**src/rtl/pc_sequencer.sv**
```systemverilog
// Program-counter sequencer: a four-state fetch/execute controller.
//
// Parameters
//   RESET_VECTOR   program_counter value loaded on reset
//   FETCH_TIMEOUT  FETCH cycles without mem_ready before a fault (must be >= 1)
//
// Ports
//   clk            single clock, all state updates on the rising edge
//   is_powered_on  synchronous active-low reset
//   program_counter current instruction address
//   mem_req        fetch request (address = program_counter), high only in FETCH
//   mem_ready      memory returns mem_data this cycle
//   mem_data       fetched instruction word
//   instr          last fetched instruction, held
//   instr_valid    high throughout EXECUTE
//   stall          holds EXECUTE
//   jump_valid     take jump_target on EXECUTE exit
//   jump_target    next PC when jumping
//   halt           enter HALTED on EXECUTE exit
//   resume         leave HALTED
//   fault          fetch timeout occurred
//   state          IDLE=0, FETCH=1, EXECUTE=2, HALTED=3
//   retire_count   executed-instruction counter (wraps)
module pc_sequencer #(
  parameter logic [15:0] RESET_VECTOR  = 16'h0000,
  parameter int unsigned FETCH_TIMEOUT = 16
) (
  input  logic        clk,
  input  logic        is_powered_on,
  output logic [15:0] program_counter,
  output logic        mem_req,
  input  logic        mem_ready,
  input  logic [15:0] mem_data,
  output logic [15:0] instr,
  output logic        instr_valid,
  input  logic        stall,
  input  logic        jump_valid,
  input  logic [15:0] jump_target,
  input  logic        halt,
  input  logic        resume,
  output logic        fault,
  output logic [1:0]  state,
  output logic [15:0] retire_count
);

  typedef enum logic [1:0] {
    StIdle    = 2'd0,
    StFetch   = 2'd1,
    StExecute = 2'd2,
    StHalted  = 2'd3
  } state_e;

  localparam int unsigned CntW = $clog2(FETCH_TIMEOUT + 1);
  // Value of the miss counter during the last miss cycle tolerated before faulting.
  localparam logic [CntW-1:0] CntLast = CntW'(FETCH_TIMEOUT - 1);

  state_e          state_q, state_d;
  logic [15:0]     pc_q, pc_d;
  logic [15:0]     instr_q, instr_d;
  logic            fault_q, fault_d;
  logic [15:0]     retire_q, retire_d;
  logic [CntW-1:0] miss_cnt_q, miss_cnt_d;

  always_comb begin
    state_d    = state_q;
    pc_d       = pc_q;
    instr_d    = instr_q;
    fault_d    = fault_q;
    retire_d   = retire_q;
    miss_cnt_d = miss_cnt_q;

    unique case (state_q)
      StIdle: begin
        state_d    = StFetch;
        miss_cnt_d = '0;
      end
      StFetch: begin
        // A returning fetch wins over a timeout reached in the same cycle.
        if (mem_ready) begin
          instr_d = mem_data;
          state_d = StExecute;
        end else begin
          miss_cnt_d = miss_cnt_q + 1'b1;
          if (miss_cnt_q == CntLast) begin
            state_d = StHalted;
            fault_d = 1'b1;
          end
        end
      end
      StExecute: begin
        if (!stall) begin
          retire_d = retire_q + 16'd1;
          if (halt) begin
            state_d = StHalted;
          end else begin
            pc_d       = jump_valid ? jump_target : pc_q + 16'd1;
            state_d    = StFetch;
            miss_cnt_d = '0;
          end
        end
      end
      StHalted: begin
        if (resume) begin
          fault_d    = 1'b0;
          state_d    = StFetch;
          miss_cnt_d = '0;
        end
      end
      default: state_d = StIdle;
    endcase
  end

  always_ff @(posedge clk) begin
    if (!is_powered_on) begin
      state_q    <= StIdle;
      pc_q       <= RESET_VECTOR;
      instr_q    <= 16'h0000;
      fault_q    <= 1'b0;
      retire_q   <= 16'h0000;
      miss_cnt_q <= '0;
    end else begin
      state_q    <= state_d;
      pc_q       <= pc_d;
      instr_q    <= instr_d;
      fault_q    <= fault_d;
      retire_q   <= retire_d;
      miss_cnt_q <= miss_cnt_d;
    end
  end

  assign program_counter = pc_q;
  assign instr           = instr_q;
  assign fault           = fault_q;
  assign retire_count    = retire_q;
  assign state           = state_q;
  assign mem_req         = (state_q == StFetch);
  assign instr_valid     = (state_q == StExecute);

endmodule

```
**config.mk**
```make
export PLATFORM = sky130hd
export DESIGN_NAME = pc_sequencer
export DESIGN_NICKNAME = d
export VERILOG_FILES = /design/src/rtl/pc_sequencer.sv
export SDC_FILE = /design/constraint.sdc
export NUM_CORES = 1
export LEC_CHECK = 0
export ABC_AREA = 1
export CAP_MARGIN = 0
export CORE_MARGIN = 2
export CORE_UTILIZATION = 44
export DETAILED_ROUTE_END_ITERATION = 12
export PLACE_DENSITY = 0.82
export SLEW_MARGIN = 20
export SYNTH_ARGS = -nofsm -noshare
export SYNTH_HDL_FRONTEND = slang
export SYNTH_SLANG_ARGS = --single-unit
```
**constraint.sdc**
```tcl
create_clock -name clk -period 1.7 [get_ports clk]
set_clock_uncertainty 0.05 [all_clocks]
set_input_delay 0.17 -clock clk [delete_from_list [all_inputs] [get_ports clk]]
set_output_delay 0.17 -clock clk [all_outputs]
set_load 0.05 [all_outputs]
```
==> flow_metrics.py <==
metrics = {
    "yosys": {
        "yosys_most_used_dff": "dfxtp_1",
        "synth_top_area_cell": "dfxtp_1",
        "syn-num-nets": 471,
        "synth_edf_count": 0,
        "yosys_warnings": 0,
        "synthTopCellsByArea": "dfxtp_1 (39%), nand2_1 (11%), nor2_1 (11%), o21ai_0 (6.6%), a21oi_1 (6.1%)",
        "ys_ff_latch": 56,
        "synth.top_cell.area_share_pct": 39.0,
        "async_flop_share_pct": 0,
        "synth.cells.most_frequent": "nand2_1 (84), nor2_1 (84), dfxtp_1 (56), inv_1 (42), o21ai_0 (38)",
        "ys_types": 33,
        "synthCells": 425,
        "ys_seq_area_share_pct": 39.0,
        "avgSynthCellArea_um2": 6.76,
        "syn_area_um2": 2870,
    },
    "cells_and_area": {
        "area_growth_syn_to_layout_pct": 38.9,
        "num-nets-final": 568,
        "utilization_pct": 63.2,
        "drive_above_1_share_pct": 17.8,
        "final_area_um2": 3990,
        "multiInputGateArea_um2": 1560,
        "regArea_um2": 1140,
        "n_fill_cell": 568,
        "n_antenna_cell": 0,
    },
    "routing": {
        "antenna_left": 0,
        "drt_first_pass_iters": 4,
        "avgRoutedWirePerCell_um": 12.0,
        "vias": 3026,
        "route.detailed.drc": 0,
        "viasPerCell": 5.04,
        "drt-total-wl_um": 7210,
        "drt_iter0_drc": 80,
    },
    "placement": {
        "placed_area_um2": 3860,
        "io_buffers": 91,
        "dpl.hpwl_um": 5560,
        "gp_congestion": 0.810,
    },
    "cts": {
        "clkTransAtPathRegs_ns": 0.10,
        "ctsHoldBuffers": 0,
        "cts-root-buf": "clkbuf_8",
        "cts_made_buffers": 5,
        "clock_sinks": 56,
        "clk_latency_ns": 0.30,
        "cts_tree": "done",
        "h-tree-depth": 2,
        "cts.path.max_buffers": 2,
    },
    "setup_path": {
        "crit_family": "simple AND/OR/NAND/NOR gates",
        "worst-r2r-setup-slack_ns": 0.14,
        "slowest_delay_ns": 0.38,
        "crit_type": "register to register",
        "crit_chain": "inv_1, ha_4, nand2_8, nor2_8, nand2_4, nor2_8, nand2_4, nor2_8, nand3_1, nand2_1, nor2_1",
        "r2r-start": "state[0]",
        "worstSetupStartpoint": "state[0]",
        "cp.arrival_ns": 1.73,
        "cp-end-kind": "register",
        "cp_num_buf_inv": 1,
        "crit_required_ns": 1.86,
        "rr_endpoint": "retire_count[13]",
        "critPathLaunchType": "register",
        "crit_path_end": "retire_count[13]",
        "reg2reg_depth": 11,
        "crit_top_cell": "nor2_8",
        "cp.depth": 11,
        "crit_path_max_fanout": 6,
        "critPathSlowestCell": "dfxtp_4",
    },
    "grt": {
        "grt_pass1_vias": 2929,
        "overflow": 0,
        "grt_max_degree": 36,
        "grt_pass1_wl_um": 12500,
        "antenna_found_initial": 0,
        "track_usage_pct": 20.7,
    },
    "die": {
        "fp.dieArea_um2": 7190,
        "dieWidth_um": 84.8,
        "core_um2": 6310,
        "start_util_pct": 45.5,
        "fp.dieH_um": 84.8,
        "std_cell_rows": 29,
        "ios": 92,
    },
    "sta": {
        "setup_viol": 0,
        "tightestPinTransition_ns": 0.518,
        "fin_crit_ns": 1.56,
        "fin_crit_sh_pct": 92.0,
        "report.final.slew_viol_count": 0,
        "hold_viol_final": 0,
        "hold-worst-slack_ns": 0.373,
        "rsz0062_at_grt": "false",
        "fmax_ghz": 0.639,
        "slew_headroom_pct": 65.4,
    },
    "hold_path": {
        "hold_class": "primary input to register",
        "min_from": "jump_target[1]",
    },
    "pwr": {
        "vdd_ir_drop_max_uv": 1070,
        "total_power_mw": 4.32,
        "p_leak_nw": 1.81,
        "power_per_cell_area_nw_per_um2": 1080,
    },
    "flow_run": {
        "cap_violations": 0,
    },
    "status": {
        "outcome": "completed",
    },
}
## final cells by class
cell class                 count  share of cell area (%)
clock inverter                 2                   0.376
tap                           77                    2.42
clock buffer                   6                    2.07
timing repair buffer         102                    23.1
sequential                    56                    28.5
inverter                      46                    4.33
multi-input combinational    311                    39.1
## repair_timing
| item | 4_1_cts | 5_1_grt |
|---|---|---|
| resized for setup | 1 | 12 |
| endpoints found under the setup margin | 1 | 11 |
| pin swaps | 0 | 1 |
| buffers inserted | 0 | 1 |
## through the flow
step	worst slack, ns	instances	TNS [ns]
3_5_place_dp	-0.0232	591	-0.0405
3_3_place_gp	0.00743	591	0
5_1_grt	0.00842	600	0
2_1_floorplan	0.00668	425	0
6_report	0.135	600	0
4_1_cts	0.00376	599	0
## worst min-delay path by stage
stage                         end  slack, ns  cells after the start
2_1_floorplan  program_counter[1]       0.27                      2
3_3_place_gp                fault       0.39                      2
3_5_place_dp                fault       0.39                      2
4_1_cts        program_counter[1]       0.37                      3
5_1_grt        program_counter[1]       0.39                      3
6_report       program_counter[1]       0.37                      3
## flip-flops by register name (all words and copies together) (netlist names)
| signal | cells |
|---|---|
| program_counter | 16 |
| instr | 16 |
| fault | 1 |
| state | 2 |
| miss_cnt_q | 5 |
| retire_count | 16 |
## worst min-delay path, stage by stage
cell and delay [ns]:
clkdlybuf4s50_1 0.39, nand2_1 0.06, a31oi_1 0.07
## report_power, final
group          switching [mW]  internal (mW)  total (mW)  leakage (nW)
combinational            1.21          0.683        1.90          1.31
clock                   0.433          0.331       0.763        0.0434
sequential              0.142           1.51        1.66         0.460
total                    1.79           2.53        4.32          1.81
## logic make-up (layout without fill, tap and decap cells)
| logic type | Yosys count | in the layout | synth area share (%) |
|---|---|---|---|
| fa+ha+maj | 7 | 7 | 3.05 |
| buf+inv | 58 | 156 | 8.02 |
| compound gates | 84 | 84 | 15.4 |
| simple gates | 220 | 220 | 34.5 |
| flops | 56 | 56 | 39.0 |
## per-layer routing
metal,GRT usage [%],vias to the layer above,routed length [um]
li1,-,1567,-
met1,24.3,1349,2980
met2,35.6,102,3510
met3,7.37,8,642
met4,6.20,0,82
met5,0,-,0
## placed cells by master (no fill, tap or decap), types with 3 or more instances in the layout
cell type        count
a21oi_1             35
buf_4               54
clkbuf_8             6
clkdlybuf4s50_1     38
dfxtp_1             46
dfxtp_2              8
dlymetal6s2s_1       7
ha_1                 4
inv_1               42
inv_2                3
nand2_1             84
nand3_1             23
nand4_1              4
nor2_1              84
nor2_8               3
nor3_1               9
o21ai_0             37
o21ai_1              5
Note: power is estimated with default switching activity, not from simulation.
